### config.mk
export PLATFORM = sky130hd
export DESIGN_NAME = date_set_ctrl
export DESIGN_NICKNAME = d
export VERILOG_FILES = /design/src/rtl/date_pkg.sv /design/src/rtl/date_field_step.sv /design/src/rtl/date_set_ctrl.sv
export SDC_FILE = /design/constraint.sdc
export NUM_CORES = 1
export LEC_CHECK = 0
export CAP_MARGIN = 25
export CORE_ASPECT_RATIO = 0.6
export CORE_MARGIN = 3
export CORE_UTILIZATION = 45
export CTS_BUF_LIST = sky130_fd_sc_hd__clkbuf_8
export CTS_CLUSTER_DIAMETER = 50
export CTS_CLUSTER_SIZE = 25
export DETAILED_ROUTE_END_ITERATION = 8
export DONT_BUFFER_PORTS = 1
export PLACE_DENSITY = 0.7
export SLEW_MARGIN = 5
export SYNTH_ARGS = -nofsm -noshare
export SYNTH_HDL_FRONTEND = slang
export SYNTH_SLANG_ARGS = --single-unit
### constraint.sdc
create_clock -name clk -period 12 [get_ports clk]
set_clock_uncertainty 0.05 [all_clocks]
set_input_delay 2.4 -clock clk [delete_from_list [all_inputs] [get_ports clk]]
set_output_delay 2.4 -clock clk [all_outputs]
set_load 0.1 [all_outputs]
### src/rtl/date_pkg.sv
// -----------------------------------------------------------------------------
// date_pkg
// Shared definitions for the calendar date path: field widths, the edit
// sequencer state encoding, the edit_field display encoding and the calendar
// helper functions (leap year, month length). The date block uses the same
// functions, so both sides agree on which dates are legal.
// -----------------------------------------------------------------------------
package date_pkg;

   localparam int YEAR_W  = 14;
   localparam int MONTH_W = 4;
   localparam int DAY_W   = 5;
   localparam int DATE_W  = 23;

   typedef enum logic [2:0] {
      ST_IDLE       = 3'd0,
      ST_EDIT_YEAR  = 3'd1,
      ST_EDIT_MONTH = 3'd2,
      ST_EDIT_DAY   = 3'd3,
      ST_COMMIT     = 3'd4
   } state_t;

   localparam logic [1:0] FIELD_NONE  = 2'd0;
   localparam logic [1:0] FIELD_YEAR  = 2'd1;
   localparam logic [1:0] FIELD_MONTH = 2'd2;
   localparam logic [1:0] FIELD_DAY   = 2'd3;

   // Gregorian leap-year rule.
   function automatic logic is_leap(input logic [YEAR_W-1:0] year);
      return (((year % 14'd4) == 14'd0) && ((year % 14'd100) != 14'd0)) ||
             ((year % 14'd400) == 14'd0);
   endfunction

   // Length of the given month; returns 0 for an out-of-range month so that
   // any day value compares as illegal against it.
   function automatic logic [DAY_W-1:0] days_in_month(input logic [YEAR_W-1:0]  year,
                                                      input logic [MONTH_W-1:0] month);
      logic [DAY_W-1:0] dim;
      case (month)
         4'd1, 4'd3, 4'd5, 4'd7, 4'd8, 4'd10, 4'd12: dim = 5'd31;
         4'd4, 4'd6, 4'd9, 4'd11:                    dim = 5'd30;
         4'd2:                                       dim = is_leap(year) ? 5'd29 : 5'd28;
         default:                                    dim = 5'd0;
      endcase
      return dim;
   endfunction

endpackage

### src/rtl/date_field_step.sv
// -----------------------------------------------------------------------------
// date_field_step
// Combinational up/down step for one date field with wrap-around.
//   val_i   : current field value
//   min_i   : lowest legal value (up from max wraps here)
//   max_i   : highest legal value (down from min wraps here)
//   up_i    : request increment
//   down_i  : request decrement
//   val_o   : stepped value; unchanged when neither or both requests are set
// -----------------------------------------------------------------------------
module date_field_step #(
   parameter int W = 8
) (
   input  logic [W-1:0] val_i,
   input  logic [W-1:0] min_i,
   input  logic [W-1:0] max_i,
   input  logic         up_i,
   input  logic         down_i,
   output logic [W-1:0] val_o
);

   always_comb begin
      val_o = val_i;
      if (up_i && !down_i) begin
         val_o = (val_i >= max_i) ? min_i : val_i + W'(1);
      end else if (down_i && !up_i) begin
         val_o = (val_i <= min_i) ? max_i : val_i - W'(1);
      end
   end

endmodule

### src/rtl/date_set_ctrl.sv
// -----------------------------------------------------------------------------
// date_set_ctrl
// User-edit sequencer for the calendar date register. Captures the live date
// on btn_mode, walks the user through year -> month -> day with up/down
// buttons (always keeping the shadow date legal), then issues a one-cycle
// load strobe to the date block.
//
// Ports
//   clk, rst      : clock, synchronous active-low reset
//   tick          : slow time base pulse (blink and edit timeout)
//   btn_mode      : enter edit / advance field / commit after day
//   btn_up/down   : step current field (both together = ignored)
//   btn_cancel    : abandon edit without loading
//   cur_date      : live {year, month, day} from the date block
//   set_date      : one-cycle load strobe
//   bin_date      : shadow {year, month, day}; qualified by set_date
//   editing       : high in any edit state
//   edit_field    : 0 none, 1 year, 2 month, 3 day
//   blink         : display blank phase
//   dbg_state     : current sequencer state, for observation only
//
// Button/load semantics: buttons are single-cycle pulses acted on in the cycle
// they are high (cancel > mode > up/down); set_date is a single-cycle strobe
// with no back-pressure and bin_date is only meaningful while it is high.
// -----------------------------------------------------------------------------
module date_set_ctrl
   import date_pkg::*;
#(
   parameter int TIMEOUT_TICKS = 30,
   parameter int YEAR_MIN      = 1,
   parameter int YEAR_MAX      = 9999
) (
   input  logic              clk,
   input  logic              rst,
   input  logic              tick,
   input  logic              btn_mode,
   input  logic              btn_up,
   input  logic              btn_down,
   input  logic              btn_cancel,
   input  logic [DATE_W-1:0] cur_date,
   output logic              set_date,
   output logic [DATE_W-1:0] bin_date,
   output logic              editing,
   output logic [1:0]        edit_field,
   output logic              blink,
   output state_t            dbg_state
);

   localparam int CNT_W = $clog2(TIMEOUT_TICKS + 1);

   state_t               state_q, state_d;
   logic [YEAR_W-1:0]    year_q,  year_d;
   logic [MONTH_W-1:0]   month_q, month_d;
   logic [DAY_W-1:0]     day_q,   day_d;
   logic [CNT_W-1:0]     cnt_q,   cnt_d;
   logic                 blink_q, blink_d;

   // Live date fields and capture validation
   logic [YEAR_W-1:0]    cap_year;
   logic [MONTH_W-1:0]   cap_month;
   logic [DAY_W-1:0]     cap_day;
   logic                 cap_ok;

   assign cap_year  = cur_date[DATE_W-1 -: YEAR_W];
   assign cap_month = cur_date[DAY_W +: MONTH_W];
   assign cap_day   = cur_date[DAY_W-1:0];
   assign cap_ok    = (cap_month >= 4'd1) && (cap_month <= 4'd12) &&
                      (cap_day >= 5'd1) && (cap_day <= days_in_month(cap_year, cap_month));

   logic any_btn, press, edit_q, edit_d, timeout_hit;
   logic [YEAR_W-1:0]  year_step;
   logic [MONTH_W-1:0] month_step;
   logic [DAY_W-1:0]   day_step;
   logic [DAY_W-1:0]   dim_cur, dim_new_year, dim_new_month;

   assign any_btn     = btn_mode | btn_up | btn_down | btn_cancel;
   assign press       = btn_up | btn_down;
   assign edit_q      = (state_q == ST_EDIT_YEAR) || (state_q == ST_EDIT_MONTH) ||
                        (state_q == ST_EDIT_DAY);
   assign edit_d      = (state_d == ST_EDIT_YEAR) || (state_d == ST_EDIT_MONTH) ||
                        (state_d == ST_EDIT_DAY);
   // The tick that would bring the idle count to TIMEOUT_TICKS ends the
   // session; any button in that same cycle takes precedence.
   assign timeout_hit = tick && !any_btn && (cnt_q == CNT_W'(TIMEOUT_TICKS - 1));

   assign dim_cur       = days_in_month(year_q, month_q);
   assign dim_new_year  = days_in_month(year_step, month_q);
   assign dim_new_month = days_in_month(year_q, month_step);

   date_field_step #(.W(YEAR_W)) u_year_step (
      .val_i  (year_q),
      .min_i  (YEAR_W'(YEAR_MIN)),
      .max_i  (YEAR_W'(YEAR_MAX)),
      .up_i   (btn_up),
      .down_i (btn_down),
      .val_o  (year_step)
   );

   date_field_step #(.W(MONTH_W)) u_month_step (
      .val_i  (month_q),
      .min_i  (4'd1),
      .max_i  (4'd12),
      .up_i   (btn_up),
      .down_i (btn_down),
      .val_o  (month_step)
   );

   date_field_step #(.W(DAY_W)) u_day_step (
      .val_i  (day_q),
      .min_i  (5'd1),
      .max_i  (dim_cur),
      .up_i   (btn_up),
      .down_i (btn_down),
      .val_o  (day_step)
   );

   // State register
   always_ff @(posedge clk) begin
      if (!rst) begin
         state_q <= ST_IDLE;
      end else begin
         state_q <= state_d;
      end
   end

   // Shadow date, timeout counter and blink phase
   always_ff @(posedge clk) begin
      if (!rst) begin
         year_q  <= '0;
         month_q <= '0;
         day_q   <= '0;
         cnt_q   <= '0;
         blink_q <= 1'b0;
      end else begin
         year_q  <= year_d;
         month_q <= month_d;
         day_q   <= day_d;
         cnt_q   <= cnt_d;
         blink_q <= blink_d;
      end
   end

   // Next-state and shadow update
   always_comb begin
      state_d = state_q;
      year_d  = year_q;
      month_d = month_q;
      day_d   = day_q;

      case (state_q)
         ST_IDLE: begin
            if (btn_mode) begin
               state_d = ST_EDIT_YEAR;
               if (cap_ok) begin
                  year_d  = cap_year;
                  month_d = cap_month;
                  day_d   = cap_day;
               end else begin
                  year_d  = YEAR_W'(YEAR_MIN);
                  month_d = 4'd1;
                  day_d   = 5'd1;
               end
            end
         end
         ST_EDIT_YEAR, ST_EDIT_MONTH, ST_EDIT_DAY: begin
            if (btn_cancel || timeout_hit) begin
               state_d = ST_IDLE;
            end else if (btn_mode) begin
               case (state_q)
                  ST_EDIT_YEAR:  state_d = ST_EDIT_MONTH;
                  ST_EDIT_MONTH: state_d = ST_EDIT_DAY;
                  default:       state_d = ST_COMMIT;
               endcase
            end else if (press) begin
               // Year/month changes clamp the day to the new month length
               // in the same update so the shadow never holds an illegal date.
               case (state_q)
                  ST_EDIT_YEAR: begin
                     year_d = year_step;
                     day_d  = (day_q > dim_new_year) ? dim_new_year : day_q;
                  end
                  ST_EDIT_MONTH: begin
                     month_d = month_step;
                     day_d   = (day_q > dim_new_month) ? dim_new_month : day_q;
                  end
                  default: begin
                     day_d = day_step;
                  end
               endcase
            end
         end
         ST_COMMIT: state_d = ST_IDLE;
         default:   state_d = ST_IDLE;
      endcase

      // Idle-time counter: cleared outside a session and on any button.
      cnt_d = cnt_q;
      if (!edit_q || !edit_d || any_btn) begin
         cnt_d = '0;
      end else if (tick) begin
         cnt_d = cnt_q + CNT_W'(1);
      end

      // Blink phase: a step press forces the visible phase.
      blink_d = blink_q;
      if (!edit_q || !edit_d || press) begin
         blink_d = 1'b0;
      end else if (tick) begin
         blink_d = ~blink_q;
      end
   end

   // Outputs
   always_comb begin
      set_date  = (state_q == ST_COMMIT);
      bin_date  = {year_q, month_q, day_q};
      editing   = edit_q;
      dbg_state = state_q;
      case (state_q)
         ST_EDIT_YEAR:  edit_field = FIELD_YEAR;
         ST_EDIT_MONTH: edit_field = FIELD_MONTH;
         ST_EDIT_DAY:   edit_field = FIELD_DAY;
         default:       edit_field = FIELD_NONE;
      endcase
      // Show the value in the very cycle of a press, not one cycle later.
      blink = blink_q & ~press;
   end

endmodule

==> results by group, run 1 <==
Global routing
  – Initial antenna violation count: 0
  – Largest net degree at the start of global routing: 29
  – Tot GR Track Use: 26.8%
  – Total congestion overflow: 0
  – First-pass GRT wire length: 43400 um
  – Vias in the first global route: 8243

Cells and area
  – Layout cells sized above 1: under 10%
  – Final Cell Area: 8290 um^2
  – Synthesis-to-layout area growth: 3.31%
  – Sequential standard cell area: between 600 and 700 um^2
  – Fillers: around 1800
  – Layout net count: 1202
  – Multi-input logic area: 6870 um^2
  – Ant. Diodes: 0
  – Post-Layout Cell Count: 1376

Worst setup path
  – Data arrival time of the worst path: 10.87 ns
  – CP endpoint: day_q[0]$_SDFFE_PN0P_
  – R2R Setup Slk: 2.24 ns
  – Critical setup path kind: input pin to flop
  – Critical path launch point type: input pin
  – Crit path buf inv count: 3
  – Critical path capture point type: flop
  – Crit Path Max Fanout: 14
  – Req. time, crit path: between 10 and 15 ns
  – Worst Setup SP: btn_up
  – Critical path's largest stage delay: 0.75 ns
  – CP Depth: 33
  – Delay-heaviest family, CP: compound AO/OA/AOI/OAI gates
  – Worst r2r src: year_q[7]$_SDFFE_PN0P_
  – Worst r2r path cells: 33
  – R2r endpoint: day_q[0]$_SDFFE_PN0P_
  – Worst path slowest cell: nor3_2

Pwr
  – Internal power: 679 uW
  – Clk pwr share: under 10%
  – Peak VDD IR: around 0.11 mV
  – PwrDens: between 150 and 200 nW/um^2
  – Comb pwr share: between 80% and 90%
  – Flop pwr share: 9.3%
  – Switching power: around 1000 uW
  – Switching Share: 58.9%
  – Power Total: 1650 uW
  – Static Leak: 0.00324 uW

Timing
  – Max Slew Vio Count: 0
  – Fin crit period: 10.74 ns
  – FMAX: 0.0931 GHz
  – Final worst-path cycle share: 89.5%
  – RSZ-0062 raised after global routing: no
  – Relative slew slack: 29.5%
  – TNS Setup: 0 ns
  – WHS: 0.473 ns
  – Worst slew pin tran: between 1 and 1.5 ns
  – Hold Violations, Final: 0
  – Final setup fails: 0

Clock network
  – TritonCTS Buffers: 5
  – Hold buffer count at cts: 0
  – Clock transition at path regs: roughly 0.080 ns
  – Root Driver: clkbuf_8
  – Worst-Skew Late Latency: 0.28 ns
  – Clk sink count: 32
  – CTS max path bufs: 2
  – Depth of the CTS H-tree: 2
  – TritonCTS clock tree: built
  – Post-CTS sizing: 0
  – Postcts setup bufs: 0

Min path
  – Hold depth: 2
  – Hold Startpoint: cnt_q[1]$_SDFFE_PP0P_
  – Hold Crit Class: flop to flop

Floorplan
  – Die Span X: between 150 and 200 um
  – IO Pins: 61
  – Die Area: 19500 um^2
  – Core Footprint: 17300 um^2
  – Std-Cell Rows: 37
  – Die Y: 109 um
  – Initial Util: a little under half

Routing
  – DR WL/cell: between 15 and 20 um
  – Vias: 9585
  – Remaining DRCs: 0
  – Total Wirelength: 27000 um
  – DR vias/cell: approximately 7
  – Final ANT Viol Nets: 0
  – DRT Pass-1 Iters: 6
  – DRT iter0 DRCs: 1106

Synth
  – Seq/Total Area, Yosys: about 8%
  – Flip-flop and latch count after synthesis: 32
  – Mapped cell area: 8020 um^2
  – Synth area leader: dfxtp_1
  – Top cell type's share of synthesized area: ~8.0%
  – Post-synth EDFFs: 0
  – Top-count cell post-synth: nand2_1
  – Async set or reset register ratio after synthesis: 0%
  – Post-synth top cells: nand2_1 (115), nor2_1 (102), a21oi_1 (79), o21ai_0 (68), inv_1 (48)
  – Prevailing post-synth register cell: dfxtp_1
  – Ys Warns: 0
  – Largest cells by area after synthesis: dfxtp_1 (8.0%), nand2_1 (5.4%), a21oi_1 (4.9%), ha_1 (4.8%), nor2_1 (4.8%)
  – Syn avg cell area: just under 7 um^2
  – Post-Syn Nets: 1241
  – Mapped Cells: ~1200
  – Distinct cells, synth: about 110

Placement
  – DP HPWL: 21200 um
  – Post-Place Cell Area: approximately 8200 um^2
  – IO buf count: 0
  – Dpl cells: ~1400
  – Global placement routability congestion: 1.01

Run status
  – Status: completed

Job
  – Maxcap violations: 0
through the flow:
| step | utilization (%) | setup slack [ns] |
|---|---|---|
| floorplan | - | 2.44 |
| global placement | 47.3 | 1.28 |
| detailed placement | 47.3 | 1.17 |
| CTS | 47.8 | 1.48 |
| global route | 47.9 | 0.611 |
| finish | 47.9 | 1.26 |
registers in the layout, summed over array words and instances, names as in the netlist:
signal / cells
year_q: 14
cnt_q: 5
day_q: 5
month_q: 4
dbg_state: 3
blink_q: 1
worst register-to-register path: cells and delay by family, from the launching register on:
kind                     cells  cell delay, ns
AO/OA/AOI/OAI               20            5.52
AND/OR/NAND/NOR              8            2.50
flip-flops                   1            0.98
adder cells (fa/ha/maj)      2            0.41
buffers and inverters        3            0.19
cells by family after synthesis:
family / after synthesis / share of synthesized area (%)
AOI/OAI and AO/OA: 483 / 44.3
buffers and inverters: 121 / 6.43
xor gates and xnor gates: 35 / 3.82
and+or+nand+nor: 453 / 29.3
adders and majority gates: 35 / 5.34
muxes: 21 / 2.85
DFF: 32 / 7.99
placed cells by master (no fill, tap or decap), types with 19 or more instances in the layout:
master / instances
a21oi_1: 79
a31oi_1: 23
and2_1: 20
buf_4: 25
dfxtp_1: 21
ha_1: 31
inv_1: 48
nand2_1: 115
nand3_1: 33
nor2_1: 101
nor3_1: 39
o211a_1: 26
o211ai_1: 32
o21a_1: 19
o21ai_0: 68
xnor2_1: 23
final cells by class:
class / instances / share of cell area (%)
Multi-Input combinational cell: 1027 / 83.0
Tap cell: 234 / 3.53
Sequential cell: 32 / 7.90
Inverter: 49 / 2.22
Clock inverter: 3 / 0.227
Clock buffer: 5 / 0.831
Timing Repair Buffer: 26 / 2.33
power by group through the flow:
stage	clock (uW)	sequential (uW)	combinational, uW
floorplan	0	200	1070
global placement	0	155	1360
detailed placement	0	155	1360
CTS	85.8	153	1370
global route	90.1	156	1540
finish	84.0	154	1410
worst min-delay path by stage:
stage | end | slack, ns
2_1_floorplan | blink_q$_SDFFE_PP0P_ | 0.42
5_1_grt | cnt_q[1]$_SDFFE_PP0P_ | 0.51
3_3_place_gp | blink_q$_SDFFE_PP0P_ | 0.44
4_1_cts | cnt_q[1]$_SDFFE_PP0P_ | 0.48
6_report | cnt_q[1]$_SDFFE_PP0P_ | 0.47
3_5_place_dp | cnt_q[3]$_SDFFE_PP0P_ | 0.46
layer usage:
| metal | share of wire [%] | global-route usage [%] |
|---|---|---|
| met5 | 0 | 0 |
| met4 | 1.3 | 3.61 |
| met3 | 14 | 7.87 |
| met2 | 38 | 36.6 |
| met1 | 47 | 41.4 |
(Power assumes the default switching activity.)
==> run 2, diff against run 1 <==
Settings changed: CORE_MARGIN 3 to default, CORE_UTILIZATION 45 to 55, PLACE_DENSITY 0.7 to 0.8.
==> run 2 against run 1 <==
Against the previous run: setup slack lost 0.30 ns; die area shrank 23%; design area shrank 1.1%; critical endpoint unchanged; power shrank 0.53%; final cell count shrank 3.6%; maximum frequency shrank 2.8%.
==> results by group, run 2 (same netlist as run 1, synthesis figures left out) <==
Pwr
  – Flop pwr share: 10.4% (was 9.3%)
  – Switching power: 966 uW (was 972 uW)
  – Switching Share: 58.8% (was 58.9%)
  – Peak VDD IR: 0.296 mV (was 0.114 mV)
  – Clk pwr share: 5.1% (about the same)
  – Static Leak: 0.00321 uW (was 0.00324 uW)
  – PwrDens: 200 nW/um^2 (was 199 nW/um^2)
  – Internal power: 676 uW (was 679 uW)
  – Comb pwr share: 84.5% (was 85.6%)

Routing
  – DR WL/cell: 19.3 um (was 19.6 um)
  – Final ANT Viol Nets: 0 (unchanged)
  – DRT Pass-1 Iters: 6 (unchanged)
  – DR vias/cell: 7.28 (was 6.97)
  – Vias: 9662 (was 9585)
  – Remaining DRCs: 0 (unchanged)
  – Total Wirelength: 25600 um (was 27000 um)
  – DRT iter0 DRCs: 1395 (was 1106)

Floorplan
  – Initial Util: 57.5% (was 46.3%)
  – Die Y: 95.5 um (was 109 um)
  – Std-Cell Rows: 33 (was 37)
  – Die Area: 15100 um^2 (was 19500 um^2)
  – IO Pins: 61 (unchanged)
  – Core Footprint: 14000 um^2 (was 17300 um^2)
  – Die Span X: 158 um (was 178 um)

Global routing
  – Initial antenna violation count: 0 (unchanged)
  – GRT busiest layer: met1 (unchanged)
  – Total congestion overflow: 0 (unchanged)
  – Vias in the first global route: 7879 (was 8243)
  – Largest net degree at the start of global routing: 30 (was 29)
  – Met2 Track Usage GR: 45.0% (was 36.6%)
  – Tot GR Track Use: 33.3% (was 26.8%)
  – First-pass GRT wire length: 40700 um (was 43400 um)
  – Grt met1 use: 51.3% (was 41.4%)
  – GR Layer Usage met3: 8.32% (was 7.87%)

Worst setup path
  – Crit Path Max Fanout: 15 (was 14)
  – Data arrival time of the worst path: 11.16 ns (was 10.87 ns)
  – Worst Setup SP: btn_up (unchanged)
  – CP most frequent cell: inv_1
  – Req. time, crit path: 12.11 ns (was 12.13 ns)
  – Critical setup path kind: input pin to flop (unchanged)
  – Worst r2r src: year_q[8]$_SDFFE_PN0P_ (was year_q[7]$_SDFFE_PN0P_)
  – Critical path capture point type: flop (unchanged)
  – Critical path's largest stage delay: 0.65 ns (was 0.75 ns)
  – Worst path slowest cell: o31a_1 (was nor3_2)
  – Critical path launch point type: input pin (unchanged)

Clock network
  – Hold buffer count at cts: 0 (unchanged)
  – TritonCTS clock tree: built (unchanged)
  – Postcts setup bufs: 0 (unchanged)
  – CTS max path bufs: 2 (unchanged)
  – Root Driver: clkbuf_8 (unchanged)
  – Worst-Skew Late Latency: 0.28 ns (about the same)
  – TritonCTS Buffers: 5 (unchanged)
  – Clock transition at path regs: 0.07 ns (was 0.08 ns)
  – Depth of the CTS H-tree: 2 (unchanged)
  – Clk sink count: 32 (unchanged)
  – Post-CTS sizing: 0 (unchanged)

Placement
  – DP HPWL: 19700 um (was 21200 um)
  – Pre-CTS setup slack: 1.09 ns (was 1.17 ns)
  – Global placement routability congestion: 1.01 (about the same)
  – IO buf count: 0 (unchanged)

Job
  – Maxcap violations: 0 (unchanged)

Cells and area
  – Number of flip-flops in the largest register: 14 (unchanged)
  – Most flops, register: year_q (unchanged)
  – Layout net count: 1195 (was 1202)
  – Synthesis-to-layout area growth: 2.12% (was 3.31%)
  – Layout cells sized above 1: 8.90% (was 9.37%)
  – Commonest non-fill, non-tap cell in the layout: nand2_1 (unchanged)
  – Ant. Diodes: 0 (unchanged)
  – Largest regs: year_q x14, cnt_q x5, day_q x5 (unchanged)
  – Fillers: 1291 (was 1755)
  – Most frequent cells in the layout: nand2_1 (115), nor2_1 (101), a21oi_1 (79), o21ai_0 (68), inv_1 (48) (unchanged)

Timing
  – Final worst-path cycle share: 92.1% (was 89.5%)
  – TNS Setup: 0 ns (unchanged)
  – Hold Violations, Final: 0 (unchanged)
  – Worst slew pin tran: 1.06 ns (was 1.05 ns)
  – Relative slew slack: 29.2% (was 29.5%)
  – FMAX: 0.0905 GHz (was 0.0931 GHz)
  – RSZ-0062 raised after global routing: no (unchanged)
  – Max Slew Vio Count: 0 (unchanged)
  – Final setup margin: 0.951 ns (was 1.26 ns)
  – Final setup fails: 0 (unchanged)
  – Fin crit period: 11.05 ns (was 10.74 ns)

Min path
  – Hold Startpoint: cnt_q[4]$_SDFFE_PP0P_ (was cnt_q[1]$_SDFFE_PP0P_)
  – Hold Crit Class: flop to flop (unchanged)

Run status
  – Status: completed (unchanged)
## run 2: routing by layer
layer	share of wire, %	up-vias	routed length, um
met3	15	41	3970
li1	-	4515	-
met5	0	-	0
met1	46	4419	11900
met4	1.2	0	316
met2	37	687	9490
## run 2: area by class of cell
type	instances	area, um^2	share of cell area, %
Tap cell	192	240	2.93
Clock buffer	5	68.8	0.840
Sequential cell	32	654	7.99
Inverter	49	184	2.25
Timing Repair Buffer	19	143	1.74
Multi-Input combinational cell	1027	6880	84.0
Clock inverter	3	18.8	0.229
## run 2: final timing paths
| check | endpoint | cells after the start | slack, ns |
|---|---|---|---|
| setup / recovery | day_q[0]$_SDFFE_PN0P_ | 33 | 0.95 |
| hold / removal | cnt_q[4]$_SDFFE_PP0P_ | 2 | 0.47 |
| setup reg to reg | day_q[0]$_SDFFE_PN0P_ | 33 | 1.98 |
| hold reg to reg | cnt_q[4]$_SDFFE_PP0P_ | 2 | 0.47 |
## run 2: per-stage QoR
| stage | total power [uW] | util [%] | hold slack [ns] | cell area [um^2] | std cells |
|---|---|---|---|---|---|
| after floorplan | 1270 | - | 0.417 | 8020 | 1180 |
| after global placement | 1490 | 58.1 | 0.436 | 8100 | 1319 |
| after detailed placement | 1510 | 58.1 | 0.445 | 8100 | 1319 |
| after CTS | 1600 | 58.7 | 0.467 | 8190 | 1327 |
| after global routing | 1770 | 58.7 | 0.511 | 8190 | 1327 |
| final | 1640 | 58.7 | 0.465 | 8190 | 1327 |
## run 2: critical path, delay by kind of cell
family / cells / cell delay [ns]
buf+inv: 3 / 0.19
fa+ha+maj: 2 / 0.42
compound gates: 19 / 5.88
simple gates: 9 / 2.25
## run 2: power by group through the flow
stage	clock (uW)	sequential (uW)	combinational [uW]
detailed placement	0	172	1340
global placement	0	171	1320
finish	84.1	171	1390
CTS	84.8	169	1340
floorplan	0	200	1070
global route	88.9	173	1510
==> patch (settings of run 1) <==
`TIMEOUT_TICKS`: 30 -> 15.
--- a/src/rtl/date_set_ctrl.sv
+++ b/src/rtl/date_set_ctrl.sv
@@ -26,7 +26,7 @@
 module date_set_ctrl
    import date_pkg::*;
 #(
-   parameter int TIMEOUT_TICKS = 30,
+   parameter int TIMEOUT_TICKS = 15,
    parameter int YEAR_MIN      = 1,
    parameter int YEAR_MAX      = 9999
 ) (
Behaviour: no difference found for any inputs over 4 cycles, from zero or initial values and one cycle with rst low; that may be too few to reach the edited logic, so the function may still have changed.
==> patch against run 1 <==
Sequential cell count down 1; wire length is 1.5% lower; synthesized area is 2.4% lower; maximum frequency fell by 4.8%; clock power grew 5.0%; design area fell by 0.82%; total power increased by 3.0%; combinational power is 3% higher; first-iteration DRC count up 8.8%; setup slack got worse by 0.54 ns; highest routed layer unchanged.
==> patch: results (changes against run 1) <==
| Metric | Value |
|---|---|
| CP max stage delay | `0.71 ns (-0.04 ns)` |
| Final Wtd Congestion | `1.01 (+0.14%)` |
| Most frequent cells after synthesis | `117 x nor2_1, 99 x nand2_1, 68 x a21oi_1` |
| Clk buf depth | `2 (unchanged)` |
| Status | `completed` |
| Layout cells sized above 1 | `9.08% (-0.29 points)` |
| Total wire length | `26600 µm (-1.5%)` |
| Clk Latency, worst-skew pair | `0.30 ns (+0.02 ns)` |
| # H-tree levels | `2 (unchanged)` |
| FMAX | `88.6 MHz (-4.8%)` |
| Critical Path Fanout Max | `12 (-2)` |
| First-pass detailed-route iteration total | `6 (unchanged)` |
| Initial DRC count | `1203 (+8.8%)` |
| Vias in the first global route | `8009 (-2.8%)` |
| Net count, final | `1195 (-0.58%)` |
| Post-DP HPWL | `20600 µm (-2.5%)` |
| Worst slack at placement | `0.475 ns (-0.690 ns)` |
| Post-CTS setup buffers | `0 (unchanged)` |
| Endpoints failing setup | `0 (unchanged)` |
| Crit. Startpoint | `btn_up` |
| Clock-pin slew on the worst setup and hold paths | `0.07 ns` |
| Top cells by area, synth | `dfxtp_1 7.9%, nor2_1 5.6%, ha_1 5.0%` |
| Global-route wire length before repair | `42700 µm (-1.6%)` |
| Placed cell area | `0.00811 mm² (-0.99%)` |
| Pin count of the biggest net entering global routing | `29 (unchanged)` |
| FILL cells | `1660 (-5.4%)` |
| Port-buffer cells | `0 (unchanged)` |
| Worst vdd ir | `0.295 mV (+160%)` |
| Vias per cell | `6.99 (+0.31%)` |
| FF-to-FF Start | `year_q[8]` |
| Post-cts sizing count | `0 (unchanged)` |
| Post-synthesis sequential area ratio | `7.93% (-0.059 points)` |
| Top_reg_cell synth | `dfxtp_1` |
| Worst hold path type | `register to register` |
| Crit-path slowest cell | `a2111oi_2` |
| Synth async-reset ratio | `0% (unchanged)` |
| Ys Warns | `0 (unchanged)` |
| Worst rel slew slack | `30.7% (+1.2 points)` |
| Top Registers | `year_q: 14 flops, day_q: 5 flops` |
| Reg-to-reg slack, setup | `1.84 ns (-0.40 ns)` |
| Crit path DAT | `11.42 ns (+0.55 ns)` |
| Distinct cells, synth | `103 (-2.8%)` |
| Initial antenna violation count | `0 (unchanged)` |
| Total track usage | `26.8% (-0.028 points)` |
| Root Buffer | `clkbuf_8` |
| N_diodes | `0 (unchanged)` |
| CTS Buf Count | `5 (unchanged)` |
| Leakage Power | `3.08 nW (-5.0%)` |
| Hold Crit Start | `cnt_q[1]` |
patch: changes by cell type in the layout (fill, tap and decap cells not counted), sizes merged, moves of 10 or more:
cell,run 1,this run
a211oi,19,30
a21oi,79,69
nand2,117,100
nor2,103,118
nor3,44,55
o211ai,35,16
patch: kinds of logic (layout without fill, tap and decap cells):
kind of cell | after synthesis | count (layout) | synth area share (%)
simple gates | 477 | 477 | 31.4
flops | 31 | 31 | 7.93
xor+xnor | 25 | 25 | 2.80
buf+inv | 120 | 83 | 6.06
fa+ha+maj | 33 | 33 | 5.21
compound gates | 461 | 461 | 43.1
mux | 24 | 24 | 3.45
patch: worst paths after layout:
kind / end / cells past startpoint
worst min-delay path: cnt_q[1] / 2
worst min register to register: cnt_q[1] / 2
worst max-delay path: day_q[3] / 32
worst max register to register: day_q[3] / 32
patch: layout make-up:
class | instances | area (µm²) | area share [%]
multi-input combinational | 1020 | 6760 | 82.3
sequential | 31 | 632 | 7.69
inverter | 42 | 158 | 1.92
clock buffer | 6 | 82.6 | 1.00
tap | 228 | 285 | 3.47
timing repair buffer | 34 | 293 | 3.56
clock inverter | 1 | 5.00 | 0.0609
patch: critical path, delay by kind of cell:
| kind | cells | cell delay, ns |
|---|---|---|
| simple gates | 12 | 3.46 |
| mux | 2 | 0.84 |
| fa+ha+maj | 2 | 0.51 |
| compound gates | 14 | 4.06 |
| buf+inv | 2 | 0.12 |
patch: per-layer routing:
layer  part of all wire [%]  global-route usage (%)  wire length [µm]
met1                     48                    42.2             12800
met3                     14                    8.56              3730
met5                      0                       0                 0
met2                     37                    35.2              9920
met4                   0.61                    3.05               163
patch: report_power, final:
part           leakage (nW)  internal (W)  total (W)  switching, W
Combinational          2.77      0.000534    0.00145      0.000916
Sequential            0.258      0.000113   0.000163     0.0000495
Clock                0.0470     0.0000450  0.0000882     0.0000432
patch: through the flow:
step           std cells  util [%]  hold slack (ns)  total power [W]
2_1_floorplan       1171         -            0.421          0.00131
3_3_place_gp        1349      48.4            0.440          0.00155
3_5_place_dp        1353      48.8            0.467          0.00156
4_1_cts             1360      49.3            0.487          0.00165
5_1_grt             1362      49.4            0.533          0.00184
6_report            1362      49.4            0.483          0.00170
